[src/rtl/pulse_sync_mc.sv]
// pulse_sync_mc: per-channel strobe synchronizer with rising-edge data capture and valid/ack handshake.
// Define PULSE_SYNC_MC_OVERRUN_EN to build the sticky overrun flags and the dropped-strobe counter.
module pulse_sync_mc #(
    parameter int unsigned N      = 8,
    parameter int unsigned CH     = 2,
    parameter int unsigned STAGES = 2
) (
    input  logic            clk,
    input  logic            rst,
    input  logic            ena,
    input  logic [CH-1:0]   stb,
    input  logic [CH*N-1:0] data_in,
    output logic [CH*N-1:0] data_out,
    output logic [CH-1:0]   valid,
    input  logic [CH-1:0]   ack,
    output logic [CH-1:0]   overrun,
    output logic [7:0]      ovr_cnt
);
    typedef enum logic {
        IDLE = 1'b0,
        FULL = 1'b1
    } state_e;

    logic [STAGES-1:0] sync_q  [CH];
    logic [STAGES-1:0] sync_d  [CH];
    state_e            state_q [CH];
    state_e            state_d [CH];
    logic [CH-1:0]     sd_q;
    logic [CH-1:0]     sd_d;
    logic [CH-1:0]     rise;
    logic [CH*N-1:0]   data_q;
    logic [CH*N-1:0]   data_d;

    // Synchronizer shift, edge detect and per-channel IDLE/FULL handshake.
    always_comb begin
        sd_d   = sd_q;
        rise   = '0;
        data_d = data_q;
        for (int unsigned c = 0; c < CH; c++) begin
            sync_d[c]  = {sync_q[c][STAGES-2:0], stb[c]};
            sd_d[c]    = sync_q[c][STAGES-1];
            rise[c]    = sync_q[c][STAGES-1] & ~sd_q[c];
            state_d[c] = state_q[c];
            case (state_q[c])
                IDLE: begin
                    if (rise[c]) begin
                        state_d[c]        = FULL;
                        data_d[c*N +: N]  = data_in[c*N +: N];
                    end
                end
                FULL: begin
                    // Rise with ack replaces the word back-to-back; rise alone is dropped.
                    if (rise[c] && ack[c]) begin
                        data_d[c*N +: N] = data_in[c*N +: N];
                    end else if (!rise[c] && ack[c]) begin
                        state_d[c] = IDLE;
                    end
                end
            endcase
        end
    end

    always_ff @(posedge clk or posedge rst) begin
        if (rst) begin
            for (int unsigned c = 0; c < CH; c++) begin
                sync_q[c]  <= '0;
                state_q[c] <= IDLE;
            end
            sd_q   <= '0;
            data_q <= '0;
        end else if (ena) begin
            for (int unsigned c = 0; c < CH; c++) begin
                sync_q[c]  <= sync_d[c];
                state_q[c] <= state_d[c];
            end
            sd_q   <= sd_d;
            data_q <= data_d;
        end
    end

    always_comb begin
        valid = '0;
        for (int unsigned c = 0; c < CH; c++) begin
            valid[c] = (state_q[c] == FULL);
        end
    end

    assign data_out = data_q;

`ifdef PULSE_SYNC_MC_OVERRUN_EN
    localparam int unsigned CNT_W   = 8;
    localparam int unsigned CNT_MAX = (1 << CNT_W) - 1;

    logic [CH-1:0]    ovr_q;
    logic [CH-1:0]    ovr_d;
    logic [CNT_W-1:0] cnt_q;
    logic [CNT_W-1:0] cnt_d;
    int unsigned      drops;
    int unsigned      cnt_sum;

    // Count every channel dropping a rise this cycle; saturate rather than wrap.
    always_comb begin
        ovr_d = ovr_q;
        drops = 0;
        for (int unsigned c = 0; c < CH; c++) begin
            if (rise[c] && (state_q[c] == FULL) && !ack[c]) begin
                ovr_d[c] = 1'b1;
                drops    = drops + 1;
            end
        end
        cnt_sum = 32'(cnt_q) + drops;
        cnt_d   = (cnt_sum > CNT_MAX) ? CNT_W'(CNT_MAX) : CNT_W'(cnt_sum);
    end

    always_ff @(posedge clk or posedge rst) begin
        if (rst) begin
            ovr_q <= '0;
            cnt_q <= '0;
        end else if (ena) begin
            ovr_q <= ovr_d;
            cnt_q <= cnt_d;
        end
    end

    assign overrun = ovr_q;
    assign ovr_cnt = cnt_q;
`else
    assign overrun = '0;
    assign ovr_cnt = '0;
`endif

endmodule

[config.mk]
export PLATFORM = sky130hd
export DESIGN_NAME = pulse_sync_mc
export DESIGN_NICKNAME = d
export VERILOG_FILES = /design/src/rtl/pulse_sync_mc.sv
export SDC_FILE = /design/constraint.sdc
export NUM_CORES = 1
export LEC_CHECK = 0
export ABC_AREA = 1
export BUFFER_PORTS_ARGS = -buffer_cell sky130_fd_sc_hd__clkbuf_2
export CORE_MARGIN = 1
export CORE_UTILIZATION = 40
export DETAILED_ROUTE_END_ITERATION = 8
export GPL_ROUTABILITY_DRIVEN = 0
export HOLD_SLACK_MARGIN = 0.03
export PLACE_DENSITY = 0.82
export SYNTH_ARGS = -nofsm -noshare
export SYNTH_HDL_FRONTEND = slang
export SYNTH_SLANG_ARGS = --single-unit
[constraint.sdc]
create_clock -name clk -period 0.9 [get_ports clk]
set_input_delay 0.045 -clock clk [delete_from_list [all_inputs] [get_ports clk]]
set_output_delay 0.045 -clock clk [all_outputs]
set_load 0.005 [all_outputs]
After elaboration in Yosys (flattened, before gate mapping)

Cells that the tools add are included.

Register bits: 24
Bits of input ports: 23
Word-level logic and storage cells: 39

Eq/ne operators: 4
Muxes and demuxes: 14
Bitwise operators: 6
Reduce and logical (&&, ||, !) cells: 8

Operators by type and width:

| cell                                                            | number |
|---|---|
| 8-bit two-way mux                                               | 4 |
| 8-bit one-hot mux with 2 select lines                           | 2 |
| 1-bit two-way mux                                               | 6 |
| 3-bit AND reduction                                             | 2 |
| 1-bit logical AND                                               | 4 |
| 2-bit by 1-bit != test with 1-bit output, second input constant | 2 |
| 2-bit != test, second input constant                            | 2 |
| 1-bit NOT                                                       | 4 |
| 1-bit one-hot mux with 2 select lines                           | 2 |
| 1-bit AND                                                       | 2 |
| 1-bit zero test                                                 | 2 |

Depth between registers and ports, before layout

Gate-level depths: netlist of run 1.

Word-level depth: 7
Mapped depth: 5
Depth with buffers taken out: 5

Worst setup path before layout of run 1

OpenSTA, ideal clock, no wires.

Kind: reg2reg
Start point: register state_q (netlist bit valid[0])
End point: register data_q[0], in the netlist data_out[0]
Setup time: 118 ps
Arrival time: 809 ps
Required time: 782 ps
Slack: -27 ps
Cell stages (with the launch flop): 5
Path buffers: 0
Period minus slack after synthesis: 927 ps
Path through: dfrtp_1 > nand2_1 > nand2_4 > nand2_1 > nand2_1

Word-level cells in the longest chain between the ends: 3

RTL lines:

| element                              | RTL line | source |
|---|---|---|
| from (decl)                          | 26       | `state_e state_q [CH];` |
| from (signal, indexed assignment)    | 74       | `state_q[c] <= state_d[c];` |
| 1-bit NOT                            | -        |  |
| 2-bit != test (no source line)       | -        |  |
| 3-bit AND reduction (no source line) | -        |  |
| to (signal assigned)                 | 77       | `data_q <= data_d;` |
| to (decl)                            | 31       | `logic [CH*N-1:0] data_q;` |

Several ways; a longest one is shown, not always the timed one.
A chain may end at the register's enable or synchronous reset.

Worst setup path after layout of run 1

Start point: register state_q (netlist bit valid[1])
End point: register data_q[11], in the netlist data_out[11]

Same word-level chain as after synthesis.

==> impl_metrics.csv, run 1 <==
group,metric,value,unit
status,status,"finished, violations left",
status,violations,"negative setup slack",
sta,layout_min_cycle_time,1.03,ns
min_path,min-delay-start,"ena",
synth,syn_area,1040,µm²
synth,synthesis.instances,113,
power,p_leak,0.945,nW
power,power,3.55,mW
layout,utilization,68.6,%
drt,drt_first_pass_iters,4,
drt,vias,1058,
global_route,grt_first_pass_wirelength,3.80,mm
critical_path,crit_type,"register to register",
critical_path,cp.arrival,1.23,ns
min_path,hold_path_class,"primary input to register",
min_path,worstHoldPathCells,3,
critical_path,crit_start,"valid[1]",
sta,maxSlewViolCount,0,
synth,ys_seq_area_share,57.8,%
sta,finalCritPeriodShare,114,%
drt,vias_per_cell,4.66,
run,maxCapViolCount,0,
sta,setup_violations,19,
floorplan,die_h,53.0,µm
clocking,clk_latency,0.31,ns
placed_design,detailed_place.area,1290,µm²
critical_path,worst-path-max-fanout,9,
layout,design_area,1700,µm²
floorplan,coreArea,2480,µm²
layout,final-seq-area,601,µm²
placed_design,io_buffers,40,
sta,tns,-1.47,ns
sta,timing.fmax,974,MHz
global_route,grt_overflow_total,0,
power,peakVddDrop,1.31,mV
synth,avgSynthCellArea,9.20,µm²
placed_design,dpl_worst_slack,-0.0771,ns
layout,multi_input_area,398,µm²
floorplan,die_w,53.0,µm
floorplan,pin_count,51,
critical_path,reg2reg_depth,4,
critical_path,startpoint_type,"register",
placed_design,place.detailed.hpwl,1.53,mm
floorplan,row_count,18,
clocking,clk_pin_slew,0.13,ns
drt,ant_nets,0,
layout,layout_common_cells,"clkbuf_2, nand2_1, dfrtp_1",
global_route,grt_antenna_before_repair,0,
layout,final_cells,227,
clocking,max-clock-path-buffers,2,
sta,setup_slack,-0.127,ns
floorplan,die_area,2810,µm²
drt,drc,0,
sta,hold_violations,0,
clocking,cts-root-buf,"clkbuf_4",
critical_path,required,1.11,ns
synth,synthDistinctLibCells,10,
synth,yosys_warnings,0,
clocking,clock_sinks,24,
global_route,grt_pass1_vias,913,
power,p_per_area,2090,nW/µm²
critical_path,end_kind,"register",
layout,final_common_cell,"clkbuf_2",
critical_path,reg2reg_from,"valid[1]",
drt,drtIter0Drc,22,
layout,area_growth,63.5,%
critical_path,r2r_slack,-0.13,ns
clocking,cts_tree,"yes",
clocking,htreeDepth,1,
global_route,grtUsageTotal,19.1,%
layout,antenna_cells,0,
clocking,cts_buffers,3,
placed_design,dp.cells,189,
drt,wirelength,2.87,mm
sta,rsz0062_at_grt,"true",
layout,fill_cells,189,
sta,fin_worst_skew,0.00600,ns
global_route,grt_max_degree,25,
layout,layout-drive-gt1-share,40.1,%
drt,wire_per_inst,12.6,µm
sta,hold_ws,0.0475,ns
synth,ys_ff_latch,24,
layout,fin_nets,221,
floorplan,start_util,42.0,%
## sequential cells by signal (all words and copies together) (netlist names)
register	count
sd_d	2
sd_q	2
sync_d	2
data_out	16
valid	2
## final timing paths
path                                 to
setup / recovery           data_out[11]
hold / removal                  sd_q[1]
setup reg to reg           data_out[11]
hold reg to reg             data_out[7]
max in group asynchronous       sd_d[0]
min in group asynchronous      valid[1]
## final cells by class
class	count	share of cell area (%)
clock buffers	3	1.32
clock inverters	1	1.77
inverters	6	1.32
multi-input cells	82	23.4
flip-flops and latches	24	35.3
well taps	30	2.21
repair buffers	81	34.7
## synth_stat cells
library cell | instances | area [µm²]
o21ai_0 | 8 | 40.0
nand2_4 | 2 | 22.5
buf_4 | 10 | 75.1
inv_1 | 6 | 22.5
nand2_1 | 41 | 154
nand2_2 | 3 | 18.8
nand3_1 | 16 | 80.1
dfrtp_1 | 24 | 601
conb_1 | 1 | 3.75
nor2_4 | 2 | 22.5
## power by group
part	switching (mW)	leakage, nW	internal [mW]
sequential	0.185	0.299	1.37
clock	0.310	0.0279	0.450
combinational	0.564	0.618	0.676
total	1.06	0.945	2.49
## kinds of logic (layout without fill, tap and decap cells)
kind of cell           Yosys count  count (layout)  synth area share, %
AO/OA/AOI/OAI                    8               8                 3.85
other                            1              10                0.361
buffers and inverters           16              91                 9.39
flip-flops                      24              24                 57.8
AND/OR/NAND/NOR                 64              64                 28.6
## routing by layer
layer	routed length [µm]	global-route usage (%)
met2	1480	34.2
met5	0	0
met3	144	2.59
met4	140	8.33
met1	1100	22.6
## what timing repair did
action	4_1_cts	5_1_grt
endpoints found under the setup margin	20	33
pin swaps	7	9
buffers inserted	4	9
resized for setup	8	6
hold buffers	21	0
hold endpoints to repair	42	0
## worst max-delay path, stage by stage, from the launching register on
cell and delay [ns]:
dfrtp_1 0.42, nand2_2 0.20, nand2_4 0.14, nand2_2 0.10, nand2_1 0.06
Note: power is estimated with default switching activity, not from simulation.
==> run 2, diff against run 1 <==
--- a/config.mk
+++ b/config.mk
@@ -5,7 +5,6 @@
 export SDC_FILE = /design/constraint.sdc
 export NUM_CORES = 1
 export LEC_CHECK = 0
-export ABC_AREA = 1
 export BUFFER_PORTS_ARGS = -buffer_cell sky130_fd_sc_hd__clkbuf_2
 export CORE_MARGIN = 1
 export CORE_UTILIZATION = 40
==> impl_metrics.csv, run 2 <==
group,metric,value,unit
status,status,"finished, violations left",
status,violations,"negative setup slack",
synth,synthesis.instances,72,
layout,layout_common_cells,"clkbuf_2, dfrtp_1, dlygate4sd3_1",
layout,fill_cells,178,
synth,dominantRegCellSynth,"dfrtp_1",
power,swShare,27.9,%
drt,ant_nets,0,
synth,synth_top_cell_by_area,"dfrtp_1",
drt,vias_per_cell,4.52,
global_route,grt_max_degree,25,
synth,synthAdderAreaFrac,0,%
clocking,clock_sinks,24,
clocking,cts-root-buf,"clkbuf_4",
sta,setup_slack,-0.436,ns
critical_path,cpPeakStageDelay,0.40,ns
global_route,grt_pass1_vias,800,
power,switchingPower,0.969,mW
sta,rsz0062_at_grt,"true",
critical_path,startpoint_type,"register",
drt,topRoutingLayerUsed,"met3",
critical_path,critPathBufInv,1,
synth,async_flop_share,100,%
drt,wl_met1,879,µm
floorplan,start_util,44.2,%
drt,drt_first_pass_iters,3,
drt,drc,0,
critical_path,required,1.10,ns
critical_path,r2r_slack,-0.44,ns
synth,synthSimpleGateAreaFrac,5.86,%
clocking,clk_latency,0.30,ns
clocking,clk_pin_slew,0.12,ns
synth,syn_area,1020,µm²
drt,drtIter0Drc,4,
drt,met2_length,1.15,mm
clocking,cts_buffers,3,
clocking,max-clock-path-buffers,2,
synth,ys_top_cells_by_count,"dfrtp_1, mux2_2, buf_4, nand2_1, inv_1",
sta,hold_violations,0,
critical_path,cp.arrival,1.54,ns
power,power_frac_seq,48.5,%
synth,synthTopCellsByArea,"dfrtp_1, mux2_2, buf_4, nand2_1, a21oi_4",
critical_path,end_kind,"register",
placed_design,place.detailed.hpwl,1.40,mm
layout,layout-drive-gt1-share,55.6,%
synth,ys_ff_latch,24,
critical_path,worst-path-max-fanout,8,
floorplan,row_count,17,
critical_path,crit_type,"register to register",
synth,synth.top_cell.area_share,58.6,%
critical_path,worstPathCellList,"nand3b_1, a21oi_4, buf_12, mux2_4",
power,peakVddDrop,1.58,mV
synth,yosysMostFrequentCell,"dfrtp_1",
critical_path,critPathTopFamily,"flip-flops",
global_route,grt_antenna_before_repair,0,
run,maxCapViolCount,0,
placed_design,io_buffers,40,
drt,wirelength,2.14,mm
global_route,grtUsageTotal,18.5,%
sta,timing.fmax,748,MHz
sta,fin_worst_skew,0.00351,ns
floorplan,die_w,52.6,µm
synth,synthXorXnorAreaFrac,0,%
global_route,grt_first_pass_wirelength,3.60,mm
layout,largest_reg_flops,16,
synth,synth-compound-area-share,2.56,%
layout,area_growth,58.7,%
floorplan,die_area,2770,µm²
floorplan,pin_count,51,
layout,final_common_cell,"clkbuf_2",
power,p_leak,0.833,nW
clocking,htreeDepth,1,
synth,ys_seq_area_share,58.6,%
synth,synth.area.mux_share,23.1,%
min_path,hold_path_class,"primary input to register",
drt,vias,777,
sta,setup_violations,18,
drt,wl_met3,109,µm
power,power,3.48,mW
synth,synth_top_family_by_area,"multiplexers",
power,p_per_area,2140,nW/µm²
floorplan,die_h,52.6,µm
synth,yosys_warnings,0,
sta,layout_min_cycle_time,1.34,ns
power,comb_power_share,38.4,%
sta,maxSlewViolCount,0,
floorplan,coreArea,2320,µm²
clocking,cts_tree,"yes",
sta,finalCritPeriodShare,148,%
critical_path,cp_slowest_cell,"dfrtp_1",
layout,antenna_cells,0,
global_route,grt_overflow_total,0,
placed_design,dpl_worst_slack,-0.485,ns
power,internal-power,2.51,mW
synth,synth_edf_count,0,
drt,wire_per_inst,12.4,µm
synth,synthDistinctLibCells,13,
power,power.share.clock,13.0,%
synth,avgSynthCellArea,14.2,µm²
layout,fin_nets,169,
[run 2: routing by layer]
layer  vias up  GRT usage (%)
met5         -              0
met1       374           20.5
met4         0           5.26
li1        365              -
met2        38           35.0
met3         0           3.48
[run 2: power by group through the flow]
| stage | combinational (mW) | clock [mW] | sequential, mW |
|---|---|---|---|
| floorplan | 0.497 | 0 | 1.70 |
| global placement | 0.990 | 0 | 1.66 |
| detailed placement | 1.03 | 0 | 1.69 |
| CTS | 1.33 | 0.471 | 1.68 |
| global route | 1.46 | 0.507 | 1.73 |
| finish | 1.34 | 0.453 | 1.69 |
[run 2: area by class of cell]
type,instances,area [µm²],area share [%]
Inverter,3,11.3,0.692
Timing Repair Buffer,71,522,32.1
Multi-Input combinational cell,43,435,26.8
Clock buffer,3,22.5,1.38
Sequential cell,24,601,36.9
Tap cell,28,35.0,2.15
[run 2: final timing paths]
kind,start,endpoint,depth (start not counted)
max,sd_q[1],data_out[10],4
min reg2reg,sync_d[3],sync_d[3],1
max in group asynchronous,rst,data_out[1],4
max reg2reg,sd_q[1],data_out[10],4
min,ena,sd_q[0],3
min in group asynchronous,rst,data_out[12],4
[run 2: repair_timing]
item,in CTS,in global routing
endpoints found under the hold margin,44,0
hold buffers,21,0
pin swaps,1,1
resized for setup,18,3
setup endpoints to repair,18,33
buffers inserted,3,0
[run 2: stage by stage]
stage	utilization, %	std cells	cell area [µm²]	hold slack [ns]	TNS, ns
finish	70.2	172	1630	0.126	-6.37
global route	70.2	172	1630	0.119	-7.39
CTS	69.7	172	1620	0.113	-6.48
detailed placement	55.9	146	1290	0.0908	-6.44
global placement	55.9	146	1290	0.0791	-5.79
floorplan	-	81	1070	0.0596	-5.87
[run 2: logic make-up after synthesis]
kind of cell           count (synthesis)
and+or+nand+nor                        9
other                                  1
muxes                                 21
AOI/OAI and AO/OA                      3
buffers and inverters                 14
DFF                                   24
[run 2: tightest hold or removal path, delay by kind of cell]
family	cells	cell delay, ns
buffers and inverters	2	0.31
AO/OA/AOI/OAI	1	0.05
==> run 3, diff against run 2 <==
--- a/config.mk
+++ b/config.mk
@@ -6,12 +6,13 @@
 export NUM_CORES = 1
 export LEC_CHECK = 0
 export BUFFER_PORTS_ARGS = -buffer_cell sky130_fd_sc_hd__clkbuf_2
-export CORE_MARGIN = 1
+export CORE_MARGIN = 2
 export CORE_UTILIZATION = 40
 export DETAILED_ROUTE_END_ITERATION = 8
 export GPL_ROUTABILITY_DRIVEN = 0
 export HOLD_SLACK_MARGIN = 0.03
 export PLACE_DENSITY = 0.82
+export RECOVER_POWER = 100
 export SYNTH_ARGS = -nofsm -noshare
 export SYNTH_HDL_FRONTEND = slang
 export SYNTH_SLANG_ARGS = --single-unit
==> impl_metrics.csv, run 3 (synthesis gave the netlist of run 2 again) <==
group,metric,value,unit
power,power,3.50,mW
clocking,cts-root-buf,"clkbuf_4",
drt,vias,783,
clocking,clk_pin_slew,0.12,ns
sta,setup_violations,19,
power,p_leak,0.840,nW
sta,finalCritPeriodShare,147,%
drt,drtIter0Drc,5,
global_route,grt_pass1_vias,800,
clocking,cts_buffers,3,
layout,final_cells,176,
placed_design,dpl_worst_slack,-0.479,ns
layout,area_growth,59.2,%
sta,layout_min_cycle_time,1.32,ns
global_route,grtUsageTotal,16.6,%
sta,maxSlewViolCount,0,
sta,hold_violations,0,
layout,largest_reg_flops,16,
critical_path,worst-path-max-fanout,5,
power,peakVddDrop,1.50,mV
layout,fin_nets,171,
clocking,htreeDepth,1,
layout,final_common_cell,"clkbuf_2",
floorplan,die_h,54.6,µm
critical_path,worstPathCellList,"nand3b_1, a21oi_4, buf_6, mux2_4",
critical_path,critPathBufInv,1,
placed_design,place.detailed.hpwl,1.46,mm
global_route,grt_first_pass_wirelength,3.43,mm
status,violations,"negative setup slack",
layout,layout_common_cells,"clkbuf_2, dfrtp_1, dlygate4sd3_1",
critical_path,r2r-end,"data_out[13]",
layout,antenna_cells,0,
critical_path,r2r_slack,-0.42,ns
critical_path,crit_type,"register to register",
critical_path,end_kind,"register",
drt,drc,0,
clocking,cts_tree,"yes",
layout,utilization,66.5,%
drt,wirelength,2.24,mm
critical_path,startpoint_type,"register",
floorplan,die_w,54.6,µm
min_path,hold_path_class,"primary input to register",
clocking,max-clock-path-buffers,2,
floorplan,pin_count,51,
sta,setup_slack,-0.422,ns
drt,vias_per_cell,4.45,
drt,ant_nets,0,
critical_path,cpPeakStageDelay,0.39,ns
min_path,worstHoldPathCells,4,
min_path,min-delay-start,"ack[0]",
clocking,clock_sinks,24,
critical_path,cp.arrival,1.53,ns
global_route,grt_max_degree,19,
run,maxCapViolCount,0,
critical_path,reg2reg_depth,4,
global_route,grt_antenna_before_repair,0,
drt,drt_first_pass_iters,4,
power,p_per_area,2150,nW/µm²
sta,tns,-6.40,ns
min_path,hold_end,"valid[0]",
floorplan,die_area,2980,µm²
global_route,grt_overflow_total,0,
drt,wire_per_inst,12.7,µm
clocking,clk_latency,0.31,ns
critical_path,cp_slowest_cell,"dfrtp_1",
critical_path,critPathTopFamily,"flip-flops",
floorplan,coreArea,2450,µm²
floorplan,start_util,41.7,%
sta,rsz0062_at_grt,"true",
critical_path,reg2reg_from,"sd_q[1]",
placed_design,dp.cells,149,
sta,timing.fmax,757,MHz
placed_design,io_buffers,40,
floorplan,row_count,18,
sta,fin_worst_skew,0.00555,ns
layout,layout-drive-gt1-share,54.8,%
status,status,"finished, violations left",
critical_path,required,1.11,ns
==> run 3: per-stage QoR <==
| stage | area [µm²] | hold slack, ns |
|---|---|---|
| floorplan | 1070 | 0.0596 |
| global placement | 1320 | -0.0199 |
| detailed placement | 1320 | -0.0170 |
| CTS | 1620 | 0.0390 |
| global route | 1630 | 0.0802 |
| finish | 1630 | 0.0647 |
==> run 3: per-layer routing <==
metal  wire length (µm)  track usage (%)  vias to the layer above
li1                   -                -                      367
met1                851             17.0                      377
met2               1230             31.9                       39
met3                156             6.56                        0
met4                  0             2.50                        0
met5                  0                0                        -
==> run 3: report_power, final <==
group          switching, mW  total [mW]  leakage (nW)  internal [mW]
clock                  0.300       0.456        0.0138          0.156
sequential             0.229        1.68         0.284           1.45
combinational          0.438        1.37         0.542          0.928
total                  0.967        3.50         0.840           2.54
==> run 3: area by class of cell <==
class                           count  area [µm²]
Fill cell                         201         823
Inverter                            3        11.3
Tap cell                           30        37.5
Timing Repair Buffer               73         528
Multi-Input combinational cell     43         432
Clock buffer                        3        22.5
Sequential cell                    24         601
==> run 3: timing repair <==
item / in CTS / in global routing
gates resized for setup: 18 / 6
setup buffers: 2 / 4
endpoints found under the setup margin: 18 / 34
hold endpoints to repair: 43 / 0
hold buffers: 20 / 0
==> run 3: worst max-delay path by stage <==
| stage | end | slack, ns | cells past startpoint | from |
|---|---|---|---|---|
| CTS | data_out[13] | -0.43 | 4 | sd_q[1] |
| global placement | data_out[12] | -0.42 | 3 | sd_q[1] |
| global route | data_out[11] | -0.48 | 4 | sd_q[1] |
| floorplan | data_out[0] | -0.38 | 3 | valid[0] |
| finish | data_out[13] | -0.42 | 4 | sd_q[1] |
| detailed placement | data_out[9] | -0.48 | 3 | sd_q[1] |
==> run 3: worst register-to-register path, delay by kind of cell, from the launching register on <==
kind	cells	cell delay (ns)
AOI/OAI and AO/OA	1	0.17
buffers and inverters	1	0.15
DFF	1	0.39
muxes	1	0.30
and+or+nand+nor	1	0.21
